### src/rtl/sensor_bus_if.sv
// Handshake and data bundle between the sensor arbiter (master) and the
// requesting controllers plus the shared DHT11 driver (slave).
interface sensor_bus_if #(
  parameter int N = 4
);
  logic [N-1:0] req;
  logic [N-1:0] grant;
  logic         start_sensor;
  logic         sensor_done;
  logic [0:39]  sensor_data;
  logic         error;
  logic [0:39]  data_out;
  logic [N-1:0] data_valid;
  logic         data_error;

  modport master (
    input  req, sensor_done, sensor_data, error,
    output grant, start_sensor, data_out, data_valid, data_error
  );

  modport slave (
    output req, sensor_done, sensor_data, error,
    input  grant, start_sensor, data_out, data_valid, data_error
  );
endinterface

### src/rtl/sensor_bus_arbiter.sv
// Round-robin arbiter sharing one DHT11 driver among N controllers; each read
// runs start -> wait done/timeout -> deliver -> guard gap.
module sensor_bus_arbiter #(
  parameter int N       = 4,
  parameter int TIMEOUT = 220,
  parameter int GAP     = 16
) (
  input  logic      clk_9600hz,
  input  logic      reset,
  sensor_bus_if.master bus
);

  localparam int               PTR_W        = (N > 1) ? $clog2(N) : 1;
  localparam logic [PTR_W:0]   N_W          = (PTR_W + 1)'(N);
  localparam logic [N-1:0]     ONE_LSB      = {{(N - 1){1'b0}}, 1'b1};
  localparam logic [15:0]      TIMEOUT_LAST = 16'(TIMEOUT - 1);
  localparam logic [15:0]      GAP_LAST     = (GAP > 0) ? 16'(GAP - 1) : 16'd0;

  typedef enum logic [1:0] {
    ST_IDLE    = 2'd0,
    ST_BUSY    = 2'd1,
    ST_DELIVER = 2'd2,
    ST_GUARD   = 2'd3
  } state_t;

  state_t             state_r, state_s;
  logic [PTR_W-1:0]   rr_ptr_r, rr_ptr_s;
  logic [PTR_W-1:0]   owner_r, owner_s;
  logic [PTR_W-1:0]   pick_s;
  logic               pick_valid_s;
  logic [15:0]        timer_r, timer_s;
  logic [N-1:0]       grant_r, grant_s;
  logic [N-1:0]       data_valid_r, data_valid_s;
  logic               start_r, start_s;
  logic               data_error_r, data_error_s;
  logic [0:39]        data_out_r, data_out_s;

  // Index arithmetic modulo N; sum never exceeds 2N-2, so one subtraction suffices.
  function automatic logic [PTR_W-1:0] wrap_add(input logic [PTR_W-1:0] base,
                                                input logic [PTR_W:0]   off);
    logic [PTR_W:0] sum;
    sum = {1'b0, base} + off;
    if (sum >= N_W) begin
      sum = sum - N_W;
    end else begin
      sum = sum;
    end
    return sum[PTR_W-1:0];
  endfunction

  // Round-robin pick: scan from highest offset down so the lowest offset from rr_ptr wins.
  always_comb begin
    pick_s       = rr_ptr_r;
    pick_valid_s = 1'b0;
    for (int i = N - 1; i >= 0; i--) begin
      if (bus.req[wrap_add(rr_ptr_r, (PTR_W + 1)'(i))]) begin
        pick_s       = wrap_add(rr_ptr_r, (PTR_W + 1)'(i));
        pick_valid_s = 1'b1;
      end else begin
        pick_s       = pick_s;
      end
    end
  end

  // Next-state and next-output logic for the read sequencer.
  always_comb begin
    state_s      = state_r;
    rr_ptr_s     = rr_ptr_r;
    owner_s      = owner_r;
    timer_s      = timer_r;
    grant_s      = grant_r;
    start_s      = 1'b0;
    data_valid_s = {N{1'b0}};
    data_out_s   = data_out_r;
    data_error_s = data_error_r;
    case (state_r)
      ST_IDLE: begin
        if (pick_valid_s) begin
          owner_s = pick_s;
          grant_s = ONE_LSB << pick_s;
          start_s = 1'b1;
          timer_s = 16'd0;
          state_s = ST_BUSY;
        end else begin
          state_s = ST_IDLE;
        end
      end
      ST_BUSY: begin
        timer_s = timer_r + 16'd1;
        // A completion on the timeout edge still counts as a real result.
        if (bus.sensor_done) begin
          data_out_s   = bus.sensor_data;
          data_error_s = bus.error;
          data_valid_s = ONE_LSB << owner_r;
          state_s      = ST_DELIVER;
        end else if (timer_r == TIMEOUT_LAST) begin
          data_out_s   = 40'h00_0000_0000;
          data_error_s = 1'b1;
          data_valid_s = ONE_LSB << owner_r;
          state_s      = ST_DELIVER;
        end else begin
          state_s      = ST_BUSY;
        end
      end
      ST_DELIVER: begin
        grant_s  = {N{1'b0}};
        rr_ptr_s = wrap_add(owner_r, (PTR_W + 1)'(1));
        timer_s  = 16'd0;
        if (GAP == 0) begin
          state_s = ST_IDLE;
        end else begin
          state_s = ST_GUARD;
        end
      end
      ST_GUARD: begin
        if (timer_r == GAP_LAST) begin
          timer_s = 16'd0;
          state_s = ST_IDLE;
        end else begin
          timer_s = timer_r + 16'd1;
          state_s = ST_GUARD;
        end
      end
      default: begin
        grant_s = {N{1'b0}};
        timer_s = 16'd0;
        state_s = ST_IDLE;
      end
    endcase
  end

  // State and output registers with synchronous active-low reset.
  always_ff @(posedge clk_9600hz) begin
    if (!reset) begin
      state_r      <= ST_IDLE;
      rr_ptr_r     <= {PTR_W{1'b0}};
      owner_r      <= {PTR_W{1'b0}};
      timer_r      <= 16'd0;
      grant_r      <= {N{1'b0}};
      data_valid_r <= {N{1'b0}};
      start_r      <= 1'b0;
      data_error_r <= 1'b0;
      data_out_r   <= 40'h00_0000_0000;
    end else begin
      state_r      <= state_s;
      rr_ptr_r     <= rr_ptr_s;
      owner_r      <= owner_s;
      timer_r      <= timer_s;
      grant_r      <= grant_s;
      data_valid_r <= data_valid_s;
      start_r      <= start_s;
      data_error_r <= data_error_s;
      data_out_r   <= data_out_s;
    end
  end

  assign bus.grant        = grant_r;
  assign bus.start_sensor = start_r;
  assign bus.data_out     = data_out_r;
  assign bus.data_valid   = data_valid_r;
  assign bus.data_error   = data_error_r;

endmodule
### src/flat_wrapper.sv
// flat-port wrapper written by rule: the top's interface ports become plain ports
module sensor_bus_arbiter_flat 
#(
  parameter int N       = 4,
  parameter int TIMEOUT = 220,
  parameter int GAP     = 16
)
  (clk_9600hz, reset, bus_req, bus_sensor_done, bus_sensor_data, bus_error, bus_grant, bus_start_sensor, bus_data_out, bus_data_valid, bus_data_error);
  sensor_bus_if #(.N(N)) bus_i ();
  input  logic clk_9600hz;
  input  logic reset;
  input wire logic [$bits(bus_i.req)-1:0] bus_req;
  input wire logic [$bits(bus_i.sensor_done)-1:0] bus_sensor_done;
  input wire logic [$bits(bus_i.sensor_data)-1:0] bus_sensor_data;
  input wire logic [$bits(bus_i.error)-1:0] bus_error;
  output wire logic [$bits(bus_i.grant)-1:0] bus_grant;
  output wire logic [$bits(bus_i.start_sensor)-1:0] bus_start_sensor;
  output wire logic [$bits(bus_i.data_out)-1:0] bus_data_out;
  output wire logic [$bits(bus_i.data_valid)-1:0] bus_data_valid;
  output wire logic [$bits(bus_i.data_error)-1:0] bus_data_error;
  assign bus_i.req = bus_req;
  assign bus_i.sensor_done = bus_sensor_done;
  assign bus_i.sensor_data = bus_sensor_data;
  assign bus_i.error = bus_error;
  assign bus_grant = bus_i.grant;
  assign bus_start_sensor = bus_i.start_sensor;
  assign bus_data_out = bus_i.data_out;
  assign bus_data_valid = bus_i.data_valid;
  assign bus_data_error = bus_i.data_error;
  sensor_bus_arbiter #(.N(N), .TIMEOUT(TIMEOUT), .GAP(GAP)) u_core (.clk_9600hz(clk_9600hz), .reset(reset), .bus(bus_i));
endmodule
### config.mk
export PLATFORM = sky130hd
export DESIGN_NAME = sensor_bus_arbiter_flat
export DESIGN_NICKNAME = d
export VERILOG_FILES = /design/src/rtl/sensor_bus_if.sv /design/src/rtl/sensor_bus_arbiter.sv /design/src/flat_wrapper.sv
export SDC_FILE = /design/constraint.sdc
export NUM_CORES = 1
export LEC_CHECK = 0
export CAP_MARGIN = 5
export CORE_MARGIN = 2
export CORE_UTILIZATION = 49
export DETAILED_ROUTE_END_ITERATION = 10
export PLACE_DENSITY = 0.93
export SLEW_MARGIN = 20
export SYNTH_ARGS = -nofsm -noshare
export SYNTH_HDL_FRONTEND = slang
export SYNTH_SLANG_ARGS = --single-unit
### constraint.sdc
create_clock -name clk_9600hz -period 3.5 [get_ports clk_9600hz]
set_clock_uncertainty 0.05 [all_clocks]
set_input_delay 0.7 -clock clk_9600hz [delete_from_list [all_inputs] [get_ports clk_9600hz]]
set_output_delay 0.7 -clock clk_9600hz [all_outputs]
set_load 0.005 [all_outputs]
# After elaboration in Yosys (flattened, before gate mapping)
# Cells that the tools add are included.
# Widths: inputs -> output; s select.
# word_totals
inputBits,48
output_inout_bits,50
register_bits,72
# op_classes
mux,38
n_eq_ne,6
n_reduce_logical,8
add_sub_neg,10
shift,2
order_cmp,9
# ops
operator,n
$mux 40,2
$pmux 16 s4,1
$mux 16,2
$mux 2,12
$add 16x1->16 const B,1
$eq 16x4->1 const B,1
$eq 16x8->1 const B,1
$ge 3x3->1 const B,4
$lt 2x3->1 const B,4
$mux 1,12
$mux 4,3
$reduce_and 2->1,5
$sub 2x1->2 const B,5
$bmux 1 s2,4
$pmux 2 s4,1
$pmux 4 s2,1
$shl 1x2->4 const A,2
$add 2x1->3 const B,2
$add 2x2->3 const B,2
$eq 2x2->1 const B,2
$reduce_bool 2->1,2
$ge 2x3->1 const B,1
$eq 2x1->1 const B,1
$logic_not 2->1,1
$ne 2x1->1 const B,1

# Depth between registers and ports, before layout
# depth
depth_word,12
ltp_mapped,6
ltp_nobuf,5

# Worst setup path after synthesis
# OpenSTA, ideal clock, no wires.
# synth_path
path_kind,in2reg
from,input port bus_req[1]
to,register u_core.timer_r[6]
t_arrival_ns,1.999
path_stages,4
slack_ns,1.377
setup_time_ns,0.074
cell_sequence,or4_1 -> nor3_1 -> nand2_1 -> a31oi_1
# synth_between
elab_chain_cells,7
word_cells_on_any_way,13
cone_classes,eq/ne: 1; mux: 12
# synth_rtl
element,line_no,source
from (decl),flat_wrapper.sv:12,input wire logic [$bits(bus_i.req)-1:0] bus_req;
$bmux 1 s2,sensor_bus_arbiter.sv:56,"if (bus.req[wrap_add(rr_ptr_r, (PTR_W + 1)'(i))]) begin"
$mux 1 (implied by the code),sensor_bus_arbiter.sv:56,
$mux 1 (3 in series),sensor_bus_arbiter.sv:56,
$mux 1 (*),sensor_bus_arbiter.sv:56,
$ne 2x1->1 (no line) (*),-,
to (signal assigned),sensor_bus_arbiter.sv:148,timer_r <= timer_s;
to (decl),sensor_bus_arbiter.sv:31,"logic [15:0] timer_r, timer_s;"
# Every way passes the cells marked *; elsewhere a longest branch is shown, timed or not. The select of a mux whose other input is x is not followed.
# A chain may end at the register's enable or synchronous reset.

# Worst setup path in the final report
# layout_path
from,register u_core.timer_r[8]
to,register u_core.timer_r[6]
# layout_between
elab_chain_cells,3
# layout_rtl
element,line_no,source
$eq 16x4->1,sensor_bus_arbiter.sv:116,if (timer_r == GAP_LAST) begin
$mux 16,sensor_bus_arbiter.sv:116,
$pmux 16 s4,sensor_bus_arbiter.sv:76,case (state_r)
# No other way between the ends.

==> reports/metrics.yaml <==
setup_viol_count_final: 0
area_growth_pct: 41.60
cp_data_required_time_ns: 3.66
max_freq_mhz: 414.2
gp_congestion: 0.8280
cellLeakagePower_nw: 1.535
synth.top_cell.area_share_pct: 49.76
ys.warnings.count: 0
place_area_sq_um: 3882
final_cell_mix: "97 x clkdlybuf4s50_1, 72 x dfxtp_1, 40 x a22o_1"
grt_overflow: 0
cts_hold_buf: 0
arrival_ns: 2.58
syn-cell-area_sq_um: 2897
cts_setup_buffers: 0
peakVddDrop_uv: 278.8
cp_max_fo: 21
crit_buf_inv: 0
path_class: "reg -> reg"
drt_iter0_markers: 256
pwr_density_cell_nw_per_um2: 443.1
p_total_mw: 1.817
grt_max_degree: 42
cpMostUsedCell: "or4_1"
drc: 0
cp_slowest_cell: "or4_1"
start_util_pct: 49.81
dpl.cell_count: 442
rsz0062_at_grt: "no"
critPathCaptureType: "flop"
setup_tns_ns: 0
hp-class: "reg -> reg"
io_pins: 98
grtUsageTotal_pct: 24.14
wl_per_cell_um: 16.14
ys_types: 45
layout-drive-gt1-share_pct: 6.545
vias_per_cell: 5.834
dp_hpwl_um: 5157
clockRootBuffer: "clkbuf_8"
synth_seq_area_share_pct: 49.76
syn_inst: 286
min_period_over_period_pct: 68.98
critPathTopFamily: "simple AND/OR/NAND/NOR gates"
die_h_um: 80.89
worstMarginPinSlew_ns: 0.6702
fin_cells: 457
cts.sinks: 72
grt_pass1_vias: 2629
diodes: 0
hold_violations: 0
ys_seq_elements: 72
relSlewSlack_pct: 55.32
slowest_delay_ns: 0.87
core_region_area_sq_um: 5816
layout_commonest_cell: "clkdlybuf4s50_1"
clkLatencyLatePin_ns: 0.34
worstPathCellList: "or4_1 > or4_1 > a41oi_1 > a31oi_1"
antenna_left: 0
num_vias: 2666
cts_buffers: 9
fin_nets: 431
status: "completed"
syn_avg_cell_area_sq_um: 10.13
cp-start-kind: "flop"
antenna_found_initial: 0
dominantRegCellSynth: "dfxtp_1"
clk_pin_slew_worst_paths_ns: 0.08
synthTopCellsByArea: "dfxtp_1 50%, a22o_1 12%, a31oi_1 3.0%"
fill_cells: 429
final_area_sq_um: 4101
layout_min_cycle_time_ns: 2.414
async_reset_ff_share_pct: 0
dieArea_sq_um: 6542
synth_edf_count: 0
synth_fp_nets: 339
cts.repair.resized: 0
clockBufferDepth: 2
slew_violations: 0
cts_tree: "yes"
holdWs_ns: 0.4329
htree_num_levels: 3
max-cap-violations: 0
wl_um: 7378
rows: 28
fp.dieW_um: 80.89
synth_top_area_cell: "dfxtp_1"
dr.pass1.iters: 5
port_buffers: 97
grt_pass1_wl_um: 12210
-- Yosys cell counts (7+ instances only) --
master     n
nand3_1    7
and3_1     7
nor4_1     8
a31oi_1   14
nand3b_1   7
clkbuf_1  13
nor2_1    10
nand2_1   13
a22o_1    40
dfxtp_1   72
inv_1      7
-- cells by family (layout without fill, tap and decap cells) --
kind of cell,Yosys count,in the layout,synth area share [%]
adders and majority gates,5,5,2.160
buffers and inverters,26,122,4.493
AOI/OAI and AO/OA,90,90,24.62
muxes,2,2,0.6912
DFF,72,72,49.76
and+or+nand+nor,88,88,17.37
xor gates and xnor gates,3,3,0.9073
-- where the power goes --
part | switching (mW) | total [mW] | leakage, nW | internal [mW]
combinational | 0.0830 | 0.218 | 0.841 | 0.135
sequential | 0.0262 | 0.880 | 0.586 | 0.854
clock | 0.303 | 0.720 | 0.108 | 0.417
-- through the flow --
step,setup slack [ns],utilization [%]
5_1_grt,0.9783,70.53
3_3_place_gp,0.8901,66.76
2_1_floorplan,1.377,-
6_report,1.086,70.53
3_5_place_dp,0.8218,66.76
4_1_cts,1.099,70.53
-- state kept, by name, indices dropped and copies added (netlist names) --
signal / flops
u_core.bus.data_valid: 4
u_core.timer_r: 16
u_core.bus.data_out: 40
u_core.bus.grant: 4
u_core.rr_ptr_r: 2
u_core.state_r: 2
u_core.bus.start_sensor: 1
u_core.bus.data_error: 1
u_core.owner_r: 2
-- layout make-up --
class / count / area [sq um] / area share (%)
timing repair buffer: 100 / 993.5 / 24.22
clock inverter: 5 / 81.33 / 1.983
clock buffer: 10 / 137.6 / 3.356
inverter: 7 / 26.28 / 0.6406
sequential: 72 / 1441 / 35.14
tap: 75 / 93.84 / 2.288
multi-input combinational: 188 / 1328 / 32.37
-- routing by layer --
metal	track usage, %	vias up	wire length (um)
met2	39.26	132	3503
met1	29.36	1247	3065
li1	-	1269	-
met4	9.661	0	167
met5	0	-	0
met3	8.222	18	641
-- path summary, 6_finish.rpt --
| check | startpoint | end | slack [ns] | cells after the start |
|---|---|---|---|---|
| max | u_core.timer_r[8]$_SDFFE_PN0P_ | u_core.timer_r[6]$_SDFFE_PN0P_ | 1.09 | 4 |
| min | u_core.bus.data_out[16]$_SDFFE_PN0P_ | u_core.bus.data_out[16]$_SDFFE_PN0P_ | 0.43 | 1 |
| max reg2reg | u_core.timer_r[8]$_SDFFE_PN0P_ | u_core.timer_r[6]$_SDFFE_PN0P_ | 1.09 | 4 |
| min reg2reg | u_core.bus.data_out[16]$_SDFFE_PN0P_ | u_core.bus.data_out[16]$_SDFFE_PN0P_ | 0.43 | 1 |
Power figures use the tool's default switching activity.
